**src/rtl/dmem_lsu.sv**
```systemverilog
// Load/store unit between the single-cycle MIPS datapath and a word-wide dmem.
// Sub-word loads are extracted combinationally; sub-word stores use a two-cycle read-modify-write.
module dmem_lsu #(
  parameter int BIG_ENDIAN = 0,
  parameter int ERRCNT_W   = 8
) (
  input  logic                clk,
  input  logic                reset_n,
  input  logic                req,
  input  logic                wr,
  input  logic [1:0]          size,
  input  logic                sign_ext,
  input  logic [31:0]         addr,
  input  logic [31:0]         wdata,
  output logic [31:0]         rdata,
  output logic                stall,
  output logic                misalign,
  output logic [ERRCNT_W-1:0] err_cnt,
  output logic                mem_wr,
  output logic [29:0]         mem_addr,
  output logic [31:0]         mem_writedata,
  input  logic [31:0]         mem_readdata
);

  localparam logic [1:0] SZ_BYTE = 2'b00;
  localparam logic [1:0] SZ_HALF = 2'b01;
  localparam logic [1:0] SZ_WORD = 2'b10;

  typedef enum logic {IDLE, WRITE} state_t;

  state_t      state_q, state_d;
  logic        capture;
  logic        misaligned;
  logic [31:0] cap_word_p0;
  logic [31:0] cap_addr_p0;
  logic [15:0] cap_wdata_p0;
  logic [1:0]  cap_size_p0;

  // Byte lane (0 = bits 7:0) addressed by a[1:0], mirrored for big-endian.
  function automatic logic [1:0] byte_lane(input logic [1:0] a);
    return (BIG_ENDIAN != 0) ? ~a : a;
  endfunction

  // 1 selects bits 31:16.
  function automatic logic half_lane(input logic a1);
    return (BIG_ENDIAN != 0) ? ~a1 : a1;
  endfunction

  function automatic logic [31:0] extend_byte(input logic [7:0] b, input logic sx);
    logic signed [7:0]  sb;
    logic signed [31:0] sw;
    sb = signed'(b);
    sw = sb;
    return sx ? unsigned'(sw) : {24'd0, b};
  endfunction

  function automatic logic [31:0] extend_half(input logic [15:0] h, input logic sx);
    logic signed [15:0] sh;
    logic signed [31:0] sw;
    sh = signed'(h);
    sw = sh;
    return sx ? unsigned'(sw) : {16'd0, h};
  endfunction

  function automatic logic [31:0] extract(input logic [31:0] word, input logic [1:0] a,
                                          input logic [1:0] sz, input logic sx);
    logic [31:0] shifted;
    shifted = word;
    case (sz)
      SZ_BYTE: begin
        shifted = word >> {byte_lane(a), 3'b000};
        return extend_byte(shifted[7:0], sx);
      end
      SZ_HALF: begin
        shifted = word >> {half_lane(a[1]), 4'b0000};
        return extend_half(shifted[15:0], sx);
      end
      default: return shifted;
    endcase
  endfunction

  function automatic logic [31:0] merge(input logic [31:0] word, input logic [1:0] a,
                                        input logic [1:0] sz, input logic [15:0] d);
    logic [31:0] mask;
    logic [31:0] ins;
    if (sz == SZ_BYTE) begin
      mask = 32'h0000_00FF << {byte_lane(a), 3'b000};
      ins  = {24'd0, d[7:0]} << {byte_lane(a), 3'b000};
    end else begin
      mask = 32'h0000_FFFF << {half_lane(a[1]), 4'b0000};
      ins  = {16'd0, d} << {half_lane(a[1]), 4'b0000};
    end
    return (word & ~mask) | (ins & mask);
  endfunction

  always_comb begin
    case (size)
      SZ_HALF: misaligned = addr[0];
      SZ_WORD: misaligned = (addr[1:0] != 2'b00);
      SZ_BYTE: misaligned = 1'b0;
      default: misaligned = 1'b1;
    endcase
  end

  always_comb begin
    state_d       = state_q;
    rdata         = 32'd0;
    stall         = 1'b0;
    misalign      = 1'b0;
    mem_wr        = 1'b0;
    mem_addr      = addr[31:2];
    mem_writedata = wdata;
    capture       = 1'b0;
    case (state_q)
      IDLE: begin
        if (req) begin
          if (misaligned) begin
            misalign = 1'b1;
          end else if (!wr) begin
            rdata = extract(mem_readdata, addr[1:0], size, sign_ext);
          end else if (size == SZ_WORD) begin
            mem_wr = 1'b1;
          end else begin
            stall   = 1'b1;
            capture = 1'b1;
            state_d = WRITE;
          end
        end
      end
      WRITE: begin
        mem_addr      = cap_addr_p0[31:2];
        mem_writedata = merge(cap_word_p0, cap_addr_p0[1:0], cap_size_p0, cap_wdata_p0);
        mem_wr        = 1'b1;
        state_d       = IDLE;
      end
      default: state_d = IDLE;
    endcase
    // Outputs are quiet for as long as reset is held, whatever the CPU drives.
    if (!reset_n) begin
      rdata    = 32'd0;
      stall    = 1'b0;
      misalign = 1'b0;
      mem_wr   = 1'b0;
      capture  = 1'b0;
      state_d  = IDLE;
    end
  end

  always_ff @(posedge clk or negedge reset_n) begin
    if (!reset_n) begin
      state_q <= IDLE;
      err_cnt <= '0;
    end else begin
      state_q <= state_d;
      if (misalign && (err_cnt != {ERRCNT_W{1'b1}}))
        err_cnt <= err_cnt + ERRCNT_W'(1);
    end
  end

  // p0: read half of the read-modify-write, consumed in WRITE
  always_ff @(posedge clk or negedge reset_n) begin
    if (!reset_n) begin
      cap_word_p0  <= 32'd0;
      cap_addr_p0  <= 32'd0;
      cap_wdata_p0 <= 16'd0;
      cap_size_p0  <= 2'd0;
    end else if (capture) begin
      cap_word_p0  <= mem_readdata;
      cap_addr_p0  <= addr;
      cap_wdata_p0 <= wdata[15:0];
      cap_size_p0  <= size;
    end
  end

endmodule
```
**config.mk**
```make
export PLATFORM = sky130hd
export DESIGN_NAME = dmem_lsu
export DESIGN_NICKNAME = d
export VERILOG_FILES = /design/src/rtl/dmem_lsu.sv
export SDC_FILE = /design/constraint.sdc
export NUM_CORES = 1
export LEC_CHECK = 0
export BUFFER_PORTS_ARGS = -buffer_cell sky130_fd_sc_hd__buf_4
export CAP_MARGIN = 20
export CORE_AREA = 2 2 107 109
export CTS_CLUSTER_SIZE = 14
export DETAILED_ROUTE_END_ITERATION = 6
export DIE_AREA = 0 0 109 111
export HOLD_SLACK_MARGIN = 0.12
export PLACE_DENSITY = 0.89
export SYNTH_ARGS = -nofsm -noshare
export SYNTH_HDL_FRONTEND = slang
export SYNTH_SLANG_ARGS = --single-unit
```
**constraint.sdc**
```tcl
create_clock -name clk -period 3.3 [get_ports clk]
set_input_delay 0.495 -clock clk [delete_from_list [all_inputs] [get_ports clk]]
set_output_delay 0.495 -clock clk [all_outputs]
set_load 0.005 [all_outputs]
```
---- Word level (Yosys, flattened, before mapping) ----
Cells that the tools add are included.
W data, S select, Z words.
cells by class
  add/subtract/negate cells ............... 1
  equality and inequality tests ........... 3
  shifts and indexed selects .............. 6
  muxes and demuxes ....................... 33
  bitwise operators ....................... 5
  reductions and logical operators ........ 4
operators with widths
  operator                 count
  $mux W32                 12
  $and A32 B32 Y32         2
  $pmux W32 S2             1
  $not A32 Y32             1
  $or A32 B32 Y32          1
  $shl A16 B5 Y32          1
  $shl A16 B5 Y32 const A  1
  $shl A8 B5 Y32           1
  $shl A8 B5 Y32 const A   1
  $shr A32 B5 Y16          1
  $shr A32 B5 Y8           1
  $mux W30                 1
  $mux W1                  16
  $add A8 B1 Y8 const B    1
  $ne A8 B8 Y1 const B     1
  $logic_not A2 Y1         2
  $pmux W1 S2              2
  $pmux W1 S3              1
  $eq A2 B1 Y1 const B     1
  $eq A2 B2 Y1 const B     1
  $reduce_bool A2 Y1       1
  $logic_and A1 B1 Y1      1
  $not A1 Y1               1
storage, ports and cells
  flip-flop bits (word level) ............. 91
  bits of input ports ..................... 103
  output and inout port bits .............. 105
  word-level logic and storage cells ...... 58

---- Longest topological paths before layout ----
Gate-level depths: netlist of run 1.
  depth after elaboration ................. 8
  depth in mapped cells ................... 7

---- Least setup slack after synthesis of run 1 ----
No wires, ideal clock.
  path kind ............................... input port to output port
  from .................................... input addr[0]
  to ...................................... output rdata[21]
  arrival time ............................ 1,792 ps
  path slack .............................. 1,013 ps
  stages .................................. 6
  buffers on the path ..................... 2
  cells stage by stage .................... buf_2 mux2i_1 o22ai_1 o2111ai_1 clkbuf_1 a21oi_1
between the ends
  word-level cells in the longest chain between the ends .. 8
ends and longest elaborated chain
  element             RTL line  source
  start: declaration  13        input logic [31:0] addr,
  $shr A32 B5 Y8      71        shifted = word >> {byte_lane(a), 3'b000};
  $mux W32            54        return sx ? unsigned'(sw) : {24'd0, b};
  $pmux W32 S2        69        case (sz)
  $mux W32            119       end else if (!wr) begin
  $mux W32 (*)        117       if (misaligned) begin
  $mux W32 (*)        116       if (req) begin
  $mux W32 (*)        114       case (state_q)
  $mux W32 (*)        139       if (!reset_n) begin
  end: declaration    15        output logic [31:0] rdata,
Mark *: on every way between the ends. The rest lies on a longest branch, timed or not.

---- Final worst setup path of run 1 ----
  from .................................... register cap_size_p0[1]
  to ...................................... output mem_writedata[27]
between the ends
  word-level cells in the longest chain between the ends .. 7
ends and longest elaborated chain
  element                   RTL line  source
  start: declaration        37        logic [1:0] cap_size_p0;
  start signal: assignment  171       cap_size_p0 <= size;
  $logic_not A2 Y1 (*)      86        if (sz == SZ_BYTE) begin
  $mux W32                  86
  $mux W32                  114
  $not A32 Y32              93        return (word & ~mask) | (ins & mask);
  $and A32 B32 Y32          93
  $or A32 B32 Y32 (*)       93
  $mux W32 (*)              114
  end: declaration          21        output logic [31:0] mem_writedata,
Mark *: on every way between the ends. The rest lies on a longest branch, timed or not. The select of a mux whose other input is x is not followed.

==> reports/metrics.csv, run 1 <==
stage,metric,value,unit
power,Peak VDD IR,0.361,mV
detailed_routing,WL/cell,19.6,um
worst_setup_path,Worst path top cell family by delay,multiplexers,
worst_setup_path,Critical Path Slowest Stage Cell,o21ai_2,
worst_setup_path,buffers and inverters on the worst path,1,
logic_synthesis,sequential share of the synthesized area,39.7,%
power,Int Power,2.69,mW
detailed_routing,WL met2,8220,um
logic_synthesis,Cell variety after synth,41,
worst_setup_path,critical path depth,5,
detailed_routing,vias per cell,5.70,
final_layout,most frequent cells in the layout,"215 x buf_4, 90 x dfrtp_1, 78 x mux2_4",
die,Core Footprint,11100,um2
grt,initial antenna violation count,0,
worst_setup_path,Worst R2R Start,state_q,
cts,H-tree depth,3,
timing,Final min period,3050,ps
worst_setup_path,crit-path cells,or2_2 > o21ai_2 > mux2_2 > mux2_2 > buf_4,
logic_synthesis,Main synth FF type,dfrtp_1,
worst_setup_path,"Arr. time, crit path",2550,ps
grt,first-pass GRT wire length,25000,um
die,Ports,208,
cts,"Clk Latency, worst-skew pair",340,ps
cts,Num CTS Buffers,9,
worst_setup_path,r2r setup slk,1090,ps
timing,Setup Skew,6.20,ps
logic_synthesis,Mapped Area,5730,um2
final_layout,layout cells sized above 1,55.9,%
power,Net Sw Frac,29.2,%
worst_setup_path,"Top cell by count, worst path",mux2_2,
detailed_routing,WL met3,1400,um
power,leakage power,3.93,nW
final_layout,Diodes inserted,0,
worst_setup_path,Startpoint Class,flop,
detailed_routing,post-route ant nets,0,
placed_design,Final HPWL DP,12000,um
logic_synthesis,share of the synthesized area in the top cell type,39.7,%
logic_synthesis,post-synth top area cell,dfrtp_1,
cts,post-CTS sizing,0,
logic_synthesis,Syn Inst Count,499,
worst_setup_path,r2r endpoint,cap_word_p0[1],
cts,Clock Tree Buf Depth,2,
timing,Tightest Pin Transition,931,ps
worst_setup_path,WP data required,2800,ps
worst_setup_path,worst-path fanout max,11,
timing,period utilisation layout,92.4,%
cts,"Hold-fix buffers, CTS",0,
die,Die X-Extent,109,um
cts,Clock Pin Slew Worst Setup and Hold Paths,70,ps
worst_setup_path,critical path class,flop to primary output,
worst_setup_path,Worst Setup End Kind,primary output,
worst_setup_path,worst r2r path cells,5,
timing,RSZ-0062 raised after global routing,no,
detailed_routing,DRT iter0 DRCs,356,
detailed_routing,WL final,16400,um
power,Power per Cell Area,499,nW/um2
detailed_routing,Pre-Repair DR Iteration Count,6,
grt,largest net degree at the start of global routing,80,
worst_setup_path,Worst path max stage delay,490,ps
detailed_routing,residual DRC count,0,
detailed_routing,Highest Signal Layer,met4,
final_layout,"commonest non-fill, non-tap cell in the layout",buf_4,
status,status,completed,
worst_setup_path,Crit. Startpoint,cap_size_p0[1],
die,Initial Util,51.8,%
timing,setup TNS,0,ps
final_layout,fin util,68.8,%
power,Net Switching,1.11,mW
power,Clock power frac,26.8,%
flow_run,maxcap violations,0,
die,num rows,39,
final_layout,"Area growth, synth to finish",33.0,%
die,die area,12100,um2
placed_design,routability-driven placement congestion ratio,0.895,
timing,relative slew slack,37.9,%
power,"Power, Total",3.80,mW
logic_synthesis,Mean Syn Cell Area,11.5,um2
logic_synthesis,leading post-synthesis cells by cell area,"dfrtp_1 40%, mux2_4 20%, mux2_2 13%",
cts,clock root cell,clkbuf_16,
power,Gate power share,30.9,%
cts,CTS tree,done,
logic_synthesis,Mapped Nets,603,
logic_synthesis,ys async rst share,100,%
logic_synthesis,number of flops mapped to enable cells by yosys,0,
logic_synthesis,YS warnings,0,
logic_synthesis,"FF+latch count, synth",91,
grt,vias in the first global route,4842,
grt,"Remaining Overflow, GRT",0,
placed_design,IO buf count,207,
timing,"Hold Vio Cnt, Final",0,
cts,post-CTS setup buffer count,0,
timing,Hold WS,277,ps
power,sequential power share,42.3,%
final_layout,nets@finish,794,
grt,GRT Resource Usage Total,26.8,%
worst_setup_path,capture point of the worst path,mem_writedata[27],
cts,CTS sink cnt,91,
timing,endpoints failing setup,0,
detailed_routing,via count,4769,
detailed_routing,met1 wire length,6250,um
die,DIE HEIGHT,111,um
timing,Achievable Freq,328,MHz
min_path,Hold Crit Class,input port to asynchronous set/reset pin,
timing,Slew Limit Fails,0,
## worst register-to-register path, delay by kind of cell, from the launching register on
kind | cells | cell delay [ps]
AO/OA/AOI/OAI | 1 | 380
buffers and inverters | 1 | 350
flip-flops | 1 | 410
multiplexers | 1 | 360
AND/OR/NAND/NOR | 2 | 610
## synthesized netlist by cell type, drive strengths merged (2+ instances only)
master	count
a21oi	43
a221oi	7
a222oi	3
a32oi	4
and2	2
and3	4
buf	14
clkbuf	21
dfrtp	91
inv	26
mux2	146
mux2i	19
nand2	30
nand2b	2
nand3	2
nand4	5
nor2	23
nor2b	4
nor3	3
o21ai	25
o21bai	2
o22ai	2
or2	4
xnor2	6
## kinds of logic after synthesis
kind of cell               synth area share (%)
muxes                                      37.1
DFF                                        39.7
and+or+nand+nor                            7.07
adders and majority gates                 0.218
xor gates and xnor gates                  0.917
buffers and inverters                      5.24
AOI/OAI and AO/OA                          9.73
## final cells by class
type / instances / area (um2)
Inverter: 26 / 97.6
Tap cell: 143 / 179
Multi-Input combinational cell: 347 / 3160
Clock inverter: 6 / 66.3
Timing Repair Buffer: 215 / 1610
Fill cell: 816 / 3450
Sequential cell: 91 / 2280
Clock buffer: 9 / 225
## worst min path at each step
| stage | from | endpoint | cells past startpoint |
|---|---|---|---|
| 2_1_floorplan | reset_n | cap_addr_p0[0] | 0 |
| 3_3_place_gp | err_cnt[6] | err_cnt[6] | 1 |
| 3_5_place_dp | cap_addr_p0[8] | cap_addr_p0[8] | 1 |
| 4_1_cts | reset_n | cap_word_p0[21] | 2 |
| 5_1_grt | reset_n | cap_word_p0[19] | 2 |
| 6_report | reset_n | cap_word_p0[21] | 2 |
## flip-flops by register name (all words and copies together) (netlist names)
register	cells
err_cnt	8
cap_addr_p0	32
cap_size_p0	2
cap_word_p0	32
cap_wdata_p0	16
state_q	1
## power groups by stage
stage / Combinational [mW] / Sequential (mW) / Clock (mW)
after detailed placement: 1.17 / 1.61 / 0
after global routing: 1.27 / 1.64 / 1.08
after CTS: 1.18 / 1.60 / 1.03
after floorplan: 0.789 / 1.53 / 0
after global placement: 1.13 / 1.59 / 0
final: 1.18 / 1.61 / 1.02
## metrics by stage
stage | cells | instance area [um2] | setup slack (ps)
2_1_floorplan | 499 | 5730 | 1010
3_3_place_gp | 822 | 7330 | 605
3_5_place_dp | 822 | 7330 | 443
4_1_cts | 837 | 7620 | 262
5_1_grt | 837 | 7620 | 186
6_report | 837 | 7620 | 252
## per-layer routing
layer | GRT usage (%) | up-vias
met5 | 0 | -
met4 | 10.7 | 0
met3 | 5.29 | 44
met2 | 45.9 | 273
met1 | 32.6 | 2288
li1 | - | 2164
No activity file was read; power rests on OpenSTA's default activity.
==> run 2: changes to the inputs <==
--- a/config.mk
+++ b/config.mk
@@ -7,12 +7,12 @@
 export LEC_CHECK = 0
 export BUFFER_PORTS_ARGS = -buffer_cell sky130_fd_sc_hd__buf_4
 export CAP_MARGIN = 20
-export CORE_AREA = 2 2 107 109
+export CORE_AREA = 2 2 122 95
 export CTS_CLUSTER_SIZE = 14
 export DETAILED_ROUTE_END_ITERATION = 6
-export DIE_AREA = 0 0 109 111
+export DIE_AREA = 0 0 124 97
 export HOLD_SLACK_MARGIN = 0.12
-export PLACE_DENSITY = 0.89
+export PLACE_DENSITY = 0.9
 export SYNTH_ARGS = -nofsm -noshare
 export SYNTH_HDL_FRONTEND = slang
 export SYNTH_SLANG_ARGS = --single-unit
==> reports/metrics.csv, run 2 (synthesis results as in run 1) <==
stage,metric,value,unit
worst_setup_path,r2r endpoint,cap_word_p0[10],
die,Initial Util,53.4,%
final_layout,layout cells sized above 1,55.6,%
worst_setup_path,worst-path fanout max,11,
die,num rows,33,
timing,Tightest Pin Transition,895,ps
detailed_routing,via count,4781,
die,DIE HEIGHT,97,um
timing,"Hold Vio Cnt, Final",0,
timing,Slew Limit Fails,0,
min_path,Hold Crit Class,input port to asynchronous set/reset pin,
final_layout,"Area growth, synth to finish",33.2,%
cts,"Hold-fix buffers, CTS",0,
worst_setup_path,buffers and inverters on the worst path,1,
timing,relative slew slack,40.3,%
detailed_routing,Pre-Repair DR Iteration Count,5,
die,Core Footprint,10700,um2
timing,setup TNS,0,ps
worst_setup_path,Worst path max stage delay,520,ps
worst_setup_path,Crit. Startpoint,cap_size_p0[0],
flow_run,maxcap violations,0,
status,status,completed,
worst_setup_path,Worst R2R Start,state_q,
timing,Setup Skew,4.52,ps
final_layout,Diodes inserted,0,
worst_setup_path,WP data required,2800,ps
final_layout,Top Registers,"cap_addr_p0: 32 flops, cap_word_p0: 32 flops, cap_wdata_p0: 16 flops",
worst_setup_path,r2r setup slk,1100,ps
cts,post-CTS setup buffer count,0,
placed_design,# placed instances,815,
timing,period utilisation layout,91.5,%
grt,first-pass GRT wire length,25600,um
final_layout,"commonest non-fill, non-tap cell in the layout",buf_4,
cts,Clock Pin Slew Worst Setup and Hold Paths,70,ps
timing,endpoints failing setup,0,
grt,largest net degree at the start of global routing,80,
final_layout,"non-filler cells, final",832,
timing,RSZ-0062 raised after global routing,no,
worst_setup_path,worst r2r path cells,5,
worst_setup_path,Worst Setup End Kind,primary output,
power,Peak VDD IR,0.340,mV
cts,Clock Tree Buf Depth,2,
power,leakage power,3.94,nW
detailed_routing,vias per cell,5.75,
detailed_routing,residual DRC count,0,
worst_setup_path,Worst path top cell family by delay,multiplexers,
cts,CTS sink cnt,91,
detailed_routing,DRT iter0 DRCs,473,
timing,Final min period,3020,ps
timing,final worst slack,279,ps
die,Die X-Extent,124,um
worst_setup_path,critical path class,flop to primary output,
cts,Num CTS Buffers,9,
cts,CTS tree,done,
worst_setup_path,Startpoint Class,flop,
die,Ports,208,
final_layout,most frequent cells in the layout,"211 x buf_4, 90 x dfrtp_1, 78 x mux2_4",
worst_setup_path,"Top cell by count, worst path",mux2_2,
placed_design,Final HPWL DP,12400,um
final_layout,nets@finish,791,
cts,post-CTS sizing,0,
final_layout,fin util,71.1,%
grt,GRT Resource Usage Total,27.4,%
worst_setup_path,"Arr. time, crit path",2530,ps
detailed_routing,post-route ant nets,0,
placed_design,IO buf count,207,
die,die area,12000,um2
power,Power per Cell Area,512,nW/um2
cts,"Clk Latency, worst-skew pair",340,ps
placed_design,routability-driven placement congestion ratio,0.982,
detailed_routing,WL final,16500,um
detailed_routing,WL/cell,19.8,um
grt,vias in the first global route,4714,
placed_design,pre-CTS WS,494,ps
grt,initial antenna violation count,0,
timing,Hold WS,291,ps
worst_setup_path,crit-path cells,or2_2 > o21ai_2 > mux2_2 > mux2_2 > buf_4,
worst_setup_path,Critical Path Slowest Stage Cell,dfrtp_1,
grt,"Remaining Overflow, GRT",0,
cts,H-tree depth,3,
cts,clock root cell,clkbuf_16,
timing,Achievable Freq,331,MHz
==> run 2: where the power goes <==
part | total, mW | leakage, nW | switching [mW] | internal [mW]
logic | 1.18 | 2.68 | 0.457 | 0.726
clock network | 1.10 | 0.149 | 0.436 | 0.665
registers | 1.63 | 1.11 | 0.241 | 1.38
==> run 2: cell type report <==
cell class / instances / area, um2
inverters: 26 / 97.6
flip-flops and latches: 91 / 2280
clock inverters: 6 / 88.8
repair buffers: 212 / 1600
clock buffers: 10 / 229
multi-input cells: 347 / 3160
well taps: 140 / 175
fillers: 746 / 3100
==> run 2: how the worst max path moves through the flow <==
stage | to | cells after the start | slack, ps
floorplan | rdata[21] | 6 | 1010
global placement | rdata[26] | 6 | 630
detailed placement | rdata[31] | 6 | 490
CTS | mem_writedata[31] | 5 | 310
global route | mem_writedata[27] | 5 | 220
finish | mem_writedata[31] | 5 | 280
==> run 2: per-stage QoR <==
step                      power [mW]  instance area (um2)
final                           3.91                 7640
after global routing            4.09                 7640
after CTS                       3.92                 7630
after detailed placement        2.80                 7310
after global placement          2.74                 7310
after floorplan                 2.32                 5730
==> run 2: metal layers <==
metal | track usage, % | vias to the layer above | part of all wire (%)
met5 | 0 | - | 0
met4 | 8.73 | 0 | 2.7
met3 | 3.77 | 43 | 7.0
met2 | 43.7 | 263 | 47
met1 | 38.6 | 2311 | 43
li1 | - | 2164 | -
==> run 2: worst reg2reg max path, cell delays in order (launching register included) <==
cell	delay, ps
dfrtp_2	400
nand3b_4	170
or3b_1	440
a21o_4	380
buf_12	340
mux2_4	360
==> run 3: changes to the inputs <==
--- a/config.mk
+++ b/config.mk
@@ -7,12 +7,12 @@
 export LEC_CHECK = 0
 export BUFFER_PORTS_ARGS = -buffer_cell sky130_fd_sc_hd__buf_4
 export CAP_MARGIN = 20
-export CORE_AREA = 2 2 122 95
+export CORE_AREA = 2 2 132 102
 export CTS_CLUSTER_SIZE = 14
 export DETAILED_ROUTE_END_ITERATION = 6
-export DIE_AREA = 0 0 124 97
+export DIE_AREA = 0 0 134 104
 export HOLD_SLACK_MARGIN = 0.12
-export PLACE_DENSITY = 0.9
+export PLACE_DENSITY = 0.82
 export SYNTH_ARGS = -nofsm -noshare
 export SYNTH_HDL_FRONTEND = slang
 export SYNTH_SLANG_ARGS = --single-unit
==> constraint.sdc (replaced) <==
create_clock -name clk -period 2.4 [get_ports clk]
set_input_delay 0.36 -clock clk [delete_from_list [all_inputs] [get_ports clk]]
set_output_delay 0.36 -clock clk [all_outputs]
set_load 0.005 [all_outputs]
==> reports/metrics.csv, run 3 (synthesis results as in run 1) <==
stage,metric,value,unit
final_layout,"non-filler cells, final",887,
worst_setup_path,buffers and inverters on the worst path,2,
cts,Num CTS Buffers,9,
worst_setup_path,Worst path max stage delay,400,ps
cts,CTS tree,done,
worst_setup_path,Startpoint Class,flop,
final_layout,layout cells sized above 1,59.4,%
grt,largest net degree at the start of global routing,80,
grt,GRT Resource Usage Total,24.1,%
placed_design,Placed Area,7470,um2
grt,"Remaining Overflow, GRT",0,
detailed_routing,DRT iter0 DRCs,321,
detailed_routing,Pre-Repair DR Iteration Count,4,
die,num rows,36,
worst_setup_path,"Arr. time, crit path",2030,ps
placed_design,Final HPWL DP,12500,um
worst_setup_path,WP data required,2040,ps
cts,Clock Tree Buf Depth,2,
die,Core Footprint,12700,um2
detailed_routing,vias per cell,5.41,
timing,period utilisation layout,99.6,%
timing,Achievable Freq,418,MHz
grt,first-pass GRT wire length,26400,um
placed_design,routability-driven placement congestion ratio,0.820,
cts,"Clk Latency, worst-skew pair",340,ps
detailed_routing,residual DRC count,0,
final_layout,most frequent cells in the layout,"222 x buf_4, 94 x mux2_4, 90 x dfrtp_1",
final_layout,"commonest non-fill, non-tap cell in the layout",buf_4,
worst_setup_path,Worst path top cell family by delay,multiplexers,
detailed_routing,post-route ant nets,0,
timing,Tightest Pin Transition,757,ps
flow_run,maxcap violations,0,
power,Peak VDD IR,0.386,mV
die,Die X-Extent,134,um
grt,initial antenna violation count,0,
power,leakage power,4.15,nW
timing,Hold WS,166,ps
final_layout,Diodes inserted,0,
final_layout,nets@finish,815,
min_path,Hold Crit Class,input port to asynchronous set/reset pin,
die,DIE HEIGHT,104,um
cts,"Hold-fix buffers, CTS",0,
timing,Slew Limit Fails,0,
cts,Clock Pin Slew Worst Setup and Hold Paths,70,ps
status,status,completed,
worst_setup_path,Worst Setup End Kind,primary output,
power,Power per Cell Area,685,nW/um2
final_layout,Top Registers,"cap_addr_p0: 32 flops, cap_word_p0: 32 flops, cap_wdata_p0: 16 flops",
timing,setup TNS,0,ps
worst_setup_path,crit-path cells,or2_4 > o21ai_2 > buf_6 > mux2_4 > mux2_4 > buf_6,
timing,RSZ-0062 raised after global routing,yes,
worst_setup_path,worst-path fanout max,8,
placed_design,IO buf count,207,
timing,"Hold Vio Cnt, Final",0,
detailed_routing,WL final,17300,um
cts,H-tree depth,3,
worst_setup_path,Critical Path Slowest Stage Cell,dfrtp_1,
worst_setup_path,critical path class,flop to primary output,
die,Ports,208,
final_layout,"Area growth, synth to finish",40.7,%
die,Initial Util,45.3,%
timing,endpoints failing setup,0,
placed_design,# placed instances,860,
detailed_routing,WL/cell,19.5,um
final_layout,fill cell count,970,
timing,relative slew slack,49.6,%
detailed_routing,via count,4795,
grt,vias in the first global route,4868,
cts,clock root cell,clkbuf_16,
timing,Final min period,2390,ps
cts,CTS sink cnt,91,
die,die area,13900,um2
final_layout,Final Cell Area,8070,um2
timing,Setup Skew,8.62,ps
[run 3: power by group]
group / internal [mW] / leakage, nW / total (mW) / switching [mW]
clock: 0.825 / 0.145 / 1.48 / 0.652
combinational: 1.14 / 2.90 / 1.85 / 0.711
sequential: 1.90 / 1.11 / 2.20 / 0.293
total: 3.87 / 4.15 / 5.52 / 1.66
[run 3: routing by layer]
metal | GRT usage [%] | wire length (um) | up-vias
li1 | - | - | 2210
met1 | 30.6 | 7100 | 2384
met2 | 41.2 | 8700 | 183
met3 | 5.90 | 1240 | 18
met4 | 6.38 | 257 | 0
met5 | 0 | 0 | -
[run 3: cell type report]
cell class	count	area [um2]	area share [%]
clock inverters	7	82.6	1.02
well taps	171	214	2.65
inverters	26	97.6	1.21
flip-flops and latches	91	2280	28.3
multi-input cells	347	3320	41.1
repair buffers	236	1850	22.9
clock buffers	9	225	2.79
[run 3: repair_timing]
action	CTS	global route
endpoints found under the setup margin	42	30
pin swaps	1	1
resized for setup	22	39
buffers inserted	2	9
[run 3: through the flow]
step	power (mW)	setup WS, ps	utilization [%]
2_1_floorplan	3.19	298	-
3_3_place_gp	3.81	150	59.0
3_5_place_dp	3.88	147	59.0
4_1_cts	5.45	-7.80	62.1
5_1_grt	5.77	-51.8	63.8
6_report	5.52	8.97	63.8
[run 3: path summary, 6_finish.rpt]
path	startpoint	end	slack (ps)	cells after the start
setup / recovery	cap_size_p0[1]	mem_writedata[28]	9	6
hold / removal	reset_n	cap_addr_p0[23]	170	2
setup reg to reg	state_q	cap_addr_p0[4]	230	6
hold reg to reg	err_cnt[6]	err_cnt[6]	500	1
max in group asynchronous	reset_n	state_q	1030	3
min in group clk	addr[24]	cap_addr_p0[24]	250	2
